===== src/rtl/boolfn_dec_tree.sv =====
// Programmable Boolean-function engine: 2-bit decoder tree -> minterm AND-plane -> truth-table OR.
// Optional build macro MINTERM_OUT_EN adds the registered minterm vector output mt_out.
module boolfn_dec_tree #(
    parameter int unsigned             NIN     = 4,
    parameter logic [(1<<NIN)-1:0]     TT_INIT = 16'h0DE0
) (
    input  logic                clk,
    input  logic                rst_n,
    input  logic                en_n,
    input  logic                in_valid,
    output logic                in_ready,
    input  logic [NIN-1:0]      in_vec,
    output logic                out_valid,
    input  logic                out_ready,
    output logic                f_out,
    input  logic                cfg_start,
    input  logic                cfg_bit_valid,
    input  logic                cfg_bit,
    output logic                cfg_busy
`ifdef MINTERM_OUT_EN
    ,
    output logic [(1<<NIN)-1:0] mt_out
`endif
);

    localparam int unsigned NG = NIN / 2;
    localparam int unsigned NM = 1 << NIN;

    typedef enum logic [1:0] {
        ST_RUN    = 2'd0,
        ST_LOAD   = 2'd1,
        ST_COMMIT = 2'd2
    } state_e;

    state_e              state_q, state_d;
    logic [NIN-1:0]      cnt_q, cnt_d;
    logic [NM-1:0]       shadow_q, shadow_d;
    logic [NM-1:0]       active_q, active_d;

    logic                s1_valid_q;
    logic [NG-1:0][3:0]  s1_dec_q, s1_dec_d;
    logic                s1_en_n_q;
    logic                s2_valid_q;
    logic                f_q;
    logic [NM-1:0]       mt_c;
    logic                f_c;
    logic                hit;

    logic                s1_adv;
    logic                s2_adv;
    logic                accept;

    // Handshake: a stage moves when it is empty or its successor moves.
    assign s2_adv    = !s2_valid_q || out_ready;
    assign s1_adv    = !s1_valid_q || s2_adv;
    assign in_ready  = (state_q == ST_RUN) && s1_adv;
    assign accept    = in_valid && in_ready;
    assign out_valid = s2_valid_q;
    assign f_out     = f_q;
    assign cfg_busy  = (state_q != ST_RUN);

    // Stage-1 decode: each 2-bit group to a 4-line one-hot.
    always_comb begin
        s1_dec_d = '0;
        for (int g = 0; g < NG; g++) begin
            s1_dec_d[g] = 4'b0001 << in_vec[2*g +: 2];
        end
    end

    // Stage-2 AND-plane: minterm m is the AND of one line from every group.
    always_comb begin
        mt_c = '0;
        hit  = 1'b0;
        for (int m = 0; m < NM; m++) begin
            hit = 1'b1;
            for (int g = 0; g < NG; g++) begin
                hit = hit & s1_dec_q[g][2'((m >> (2*g)) & 3)];
            end
            mt_c[m] = hit & ~s1_en_n_q;
        end
        f_c = |(mt_c & active_q);
    end

    always_ff @(posedge clk or negedge rst_n) begin
        if (!rst_n) begin
            s1_valid_q <= 1'b0;
            s1_dec_q   <= '0;
            s1_en_n_q  <= 1'b0;
            s2_valid_q <= 1'b0;
            f_q        <= 1'b0;
        end else begin
            if (s1_adv) begin
                s1_valid_q <= accept;
                if (accept) begin
                    s1_dec_q  <= s1_dec_d;
                    s1_en_n_q <= en_n;
                end
            end
            if (s2_adv) begin
                s2_valid_q <= s1_valid_q;
                if (s1_valid_q) begin
                    f_q <= f_c;
                end
            end
        end
    end

`ifdef MINTERM_OUT_EN
    logic [NM-1:0] mt_q;

    always_ff @(posedge clk or negedge rst_n) begin
        if (!rst_n) begin
            mt_q <= '0;
        end else if (s2_adv && s1_valid_q) begin
            mt_q <= mt_c;
        end
    end

    assign mt_out = mt_q;
`endif

    // Reload control: shadow fills serially, active swaps only once the pipe is empty.
    always_comb begin
        state_d  = state_q;
        cnt_d    = cnt_q;
        shadow_d = shadow_q;
        active_d = active_q;
        unique case (state_q)
            ST_RUN: begin
                if (cfg_start) begin
                    state_d = ST_LOAD;
                    cnt_d   = '0;
                end
            end
            ST_LOAD: begin
                if (cfg_start) begin
                    cnt_d = '0;
                end else if (cfg_bit_valid) begin
                    shadow_d = {shadow_q[NM-2:0], cfg_bit};
                    cnt_d    = cnt_q + NIN'(1);
                    if (cnt_q == NIN'(NM - 1)) begin
                        state_d = ST_COMMIT;
                    end
                end
            end
            ST_COMMIT: begin
                if (!s1_valid_q && !s2_valid_q) begin
                    active_d = shadow_q;
                    state_d  = ST_RUN;
                end
            end
            default: begin
                state_d = ST_RUN;
            end
        endcase
    end

    always_ff @(posedge clk or negedge rst_n) begin
        if (!rst_n) begin
            state_q  <= ST_RUN;
            cnt_q    <= '0;
            shadow_q <= TT_INIT;
            active_q <= TT_INIT;
        end else begin
            state_q  <= state_d;
            cnt_q    <= cnt_d;
            shadow_q <= shadow_d;
            active_q <= active_d;
        end
    end

endmodule


===== config.mk =====
export PLATFORM = sky130hd
export DESIGN_NAME = boolfn_dec_tree
export DESIGN_NICKNAME = d
export VERILOG_FILES = /design/src/rtl/boolfn_dec_tree.sv
export SDC_FILE = /design/constraint.sdc
export NUM_CORES = 1
export LEC_CHECK = 0
export CELL_PAD_IN_SITES_DETAIL_PLACEMENT = 0
export CELL_PAD_IN_SITES_GLOBAL_PLACEMENT = 1
export CORE_AREA = 2 2 51 53
export CTS_BUF_LIST = sky130_fd_sc_hd__clkbuf_2 sky130_fd_sc_hd__clkbuf_4 sky130_fd_sc_hd__clkbuf_8
export CTS_CLUSTER_DIAMETER = 80
export DETAILED_ROUTE_END_ITERATION = 7
export DIE_AREA = 0 0 53 55
export HOLD_SLACK_MARGIN = 0.1
export PLACE_DENSITY_LB_ADDON = 0.1
export SLEW_MARGIN = 40
export SYNTH_ARGS = -nofsm -noshare
export SYNTH_HDL_FRONTEND = slang
export SYNTH_SLANG_ARGS = --single-unit

===== constraint.sdc =====
create_clock -name clk -period 2.1 [get_ports clk]
set_clock_uncertainty 0.05 [all_clocks]
set_input_delay 0.42 -clock clk [delete_from_list [all_inputs] [get_ports clk]]
set_output_delay 0.42 -clock clk [all_outputs]
set_load 0.05 [all_outputs]

### After elaboration in Yosys (flattened, before gate mapping)

Index checks and enable logic that the tools add are counted.

* output and inout bits: 4
* input bits: 12
* logic and storage cells: 60
* flip-flop bits (word level): 46

* equality and inequality tests: 9
* mux-type cells: 10
* add/sub/neg operators: 1
* bitwise operators: 11
* reduce and logical (&&, ||, !) cells: 17
* shifts and indexed selects: 2

Operator list (count)
* bitwise AND 6 x 16 -> 16 bit: 1
* OR reduction 16 bit: 1
* 2-to-1 mux 4 bit: 3
* 2-to-1 mux 2 bit: 5
* != test 2 bit, second input constant: 5
* bitwise AND 1 bit: 8
* one-hot mux 4 bit (2 select lines): 1
* one-hot mux 2 bit (3 select lines): 1
* AND reduction 2 bit: 3
* AND reduction 3 bit: 2
* AND reduction 5 bit: 1
* adder 4 x 1 -> 4 bit, second input constant: 1
* == test 4 bit, second input constant: 1
* nonzero test 2 bit: 2
* left shift 1 x 2 -> 2 bit, first input constant: 2
* logical AND 1 bit: 3
* != test 3 bit, second input constant: 1
* == test 2 x 1 -> 1 bit, second input constant: 1
* == test 2 bit, second input constant: 1
* logical NOT 1 bit: 2
* logical NOT 2 bit: 1
* logical OR 1 bit: 2
* NOT 1 bit: 2

### Logic depth before layout (Yosys ltp)

* word-level depth: 6
* gate-level depth with buffers: 4
* mapped depth without buffers: 4

### Least setup slack after synthesis

OpenSTA, ideal clock, no wires.

* kind: register -> output
* start point: register s2_valid_q (netlist: out_valid)
* end point: output port in_ready
* stages on the path, launching flop included: 3
* data arrival time: 1.264 ns
* path buffers: 0
* required time: 1.630 ns
* slack: 0.366 ns
* cell sequence: dfrtp_1 -> nand3b_1 -> and2_1

* word-level cells in the longest chain between the ends: 4

Ends and longest elaborated chain
* start, declared: line 43 `logic s2_valid_q;`
* start signal, assigned: line 100 `s2_valid_q <= s1_valid_q;`
* logical NOT 1 bit: line 54 `assign s2_adv = !s2_valid_q || out_ready;`
* logical OR 1 bit: line 54
* logical OR 1 bit: line 55 `assign s1_adv = !s1_valid_q || s2_adv;`
* logical AND 1 bit: line 56 `assign in_ready = (state_q == ST_RUN) && s1_adv;`
* end, declared: line 11 `output logic in_ready,`

Every way passes these cells.

### Final worst setup path

* start point: register f_q (netlist: f_out)
* end point: output port f_out

RTL lines
* start, declared: line 44 `logic f_q;`
* start signal, assigned: line 90 `f_q <= 1'b0;`
* start signal, assigned: line 102 `f_q <= f_c;`
* end, declared: line 15 `output logic f_out,`

No word-level cell between the ends.

==> reports/qor.txt <==
Via count = 720
Maximum fanout along the worst path = 2
Initial antenna violation count = 0
CP Cell Sequence = clkdlybuf4s50_1
Maxcap violations = 0
Peak supply drop = 481.0 uV
Clock transition at path regs = 0.14 ns
Vias in the first global route = 674
Worst Path Required = 1.63 ns
# resized after CTS = 1
Dpl hpwl = 1332 um
Avg Cell Area, Syn = 12.70 sq um
Most frequent cells in the layout = dfrtp_1, mux2_2, clkdlybuf4s50_1, o21ai_0
Port-buffer cells = 15
Crit path buf inv count = 1
Setup CP Type = flop to primary output
Peak Freq = 503.9 MHz
Final wirelength = 1850 um
Final hold vios = 0
Leak pwr = 0.5820 nW
Final GP Congestion = 0.7272
Setup-failing EPs final = 0
RSZ-0062 raised after global routing = false
CP peak stage delay = 0.81 ns
Vias per inst = 5.333
ANT cells = 0
Syn Nets = 100
Final core occ = 57.46%
Most common cell after layout, fill and taps aside = dfrtp_1
Post-route setup TNS = 0 ns
Min Tclk post-route = 1.985 ns
Cells after Synth = 87
Clock insertion delay at the later pin of the skew report = 0.32 ns
CTS Buf Count = 3
Ys flop type = dfrtp_1
Fraction of layout cells with a size suffix above 1 = 26.67%
Pre-antenna DRT Iters = 4
Htree depth = 1
CTS tree = built
CTS Hold Buffers Added = 0
DIE HEIGHT = 55 um
Top delay family on crit path = buffers and inverters
Fin. max-slew vios = 0
Starting Density = 46.72%
CORE AREA = 0.002365 sq mm
I/O pin count = 16
CTS Sinks = 24
Synth Register Bits = 24
Nets = 119
CP Capture Type = primary output
GRT Residual Overflow = 0
Post-CTS setup buffers = 0
Startpoint Class = flop
Post-synth EDFFs = 0
Die Wd = 53 um
Buffer depth of the longest clock path = 2
Global Route Usage Sum = 15.29%
Async S/R FF share, synth = 100.0%
Root buf cell = clkbuf_4
Post-route antenna net violation count = 0
Synth cell types = 31
Synthesis Warnings = 0
Area of the mapped netlist = 0.001105 sq mm
Global-route wire length before repair = 3132 um
Rel. slew slack = 67.19%
HP Class = input pin to async pin
WL/cell = 13.70 um
Row count = 18
Power Dens Cells = 732.9 mW/mm^2
Critical Path AT = 1.51 ns
Layout area overhead = 22.99%
Die Area = 0.002915 sq mm
Pin count of the biggest net entering global routing = 25
Status = completed
Worst Tran Pin Value = 0.4907 ns
Post-synthesis sequential area ratio = 54.59%
# DRC = 0
Slowest-stage cell, CP = clkdlybuf4s50_1
Tcrit/Tclk final = 94.51%
Iteration-0 DRC Markers = 6
==> registers in the layout, indices dropped and copies added (netlist names) <==
name	flops
active_q	4
s1_valid_q	1
s1_en_n_q	1
cnt_q	4
shadow_q	6
state_q	2
s1_dec_q	4
out_valid	1
f_out	1
==> stage by stage <==
step	hold WS [ns]	instance area [sq um]	total power, W	std cells	worst slack, ns
2_1_floorplan	0.07441	1105	0.0006169	87	0.3656
3_3_place_gp	0.4329	1308	0.0006660	131	0.1971
3_5_place_dp	0.4395	1308	0.0006716	131	0.1606
4_1_cts	0.3849	1359	0.001013	135	0.09164
5_1_grt	0.4185	1359	0.001046	135	0.03287
6_report	0.3834	1359	0.0009959	135	0.1153
==> power by group <==
| group | internal [W] | switching (W) |
|---|---|---|
| clock | 0.000193 | 0.000143 |
| sequential | 0.000523 | 0.0000323 |
| combinational | 0.0000679 | 0.0000370 |
| total | 0.000784 | 0.000212 |
==> worst paths after layout <==
check	cells past startpoint	from	endpoint	slack, ns
worst max-delay path	1	f_out$_DFFE_PN0P_	f_out	0.12
min in group clk	1	shadow_q[3]$_DFFE_PN0P_	shadow_q[3]$_DFFE_PN0P_	0.47
worst min register to register	1	shadow_q[3]$_DFFE_PN0P_	shadow_q[3]$_DFFE_PN0P_	0.47
worst max register to register	3	state_q[0]$_DFFE_PN0P_	shadow_q[1]$_DFFE_PN0P_	0.55
worst min-delay path	2	rst_n	shadow_q[2]$_DFFE_PN0P_	0.38
max in group asynchronous	2	rst_n	shadow_q[5]$_DFFE_PN1P_	1.33
==> synth_stat cells (2+ instances only) <==
cell type  number  area, sq um
a22o_1          2        17.52
and4b_1         2        20.02
dfrtp_1        22        550.5
dfstp_2         2        52.55
mux2_2         15        168.9
nand2_1         5        18.77
nand2b_1        3        18.77
nand3b_1        2        15.01
nor2_1          5        18.77
nor2b_1         3        18.77
o21ai_0         6        30.03
==> layer usage <==
| layer | vias to the layer above | wire, um | part of all wire (%) | track usage (%) |
|---|---|---|---|---|
| li1 | 359 | - | - | - |
| met1 | 343 | 889 | 48 | 21.29 |
| met2 | 13 | 853 | 46 | 22.71 |
| met3 | 5 | 70 | 3.8 | 3.226 |
| met4 | 0 | 36 | 1.9 | 7.692 |
| met5 | - | 0 | 0 | 0 |
==> logic make-up after synthesis <==
logic type | Yosys count | share of synthesized area [%]
adder cells (fa/ha/maj) | 1 | 1.132
flip-flops | 24 | 54.59
AO/OA/AOI/OAI | 15 | 9.174
AND/OR/NAND/NOR | 28 | 17.44
buffers and inverters | 3 | 1.472
multiplexers | 16 | 16.19
==> cell type report <==
class / count / area (sq um)
clock buffer: 3 / 22.52
clock inverter: 1 / 30.03
multi-input combinational: 60 / 485.5
sequential: 24 / 603.1
tap: 30 / 37.54
fill: 213 / 1006
timing repair buffer: 16 / 176.4
inverter: 1 / 3.754
No activity file was read; power rests on OpenSTA's default activity.
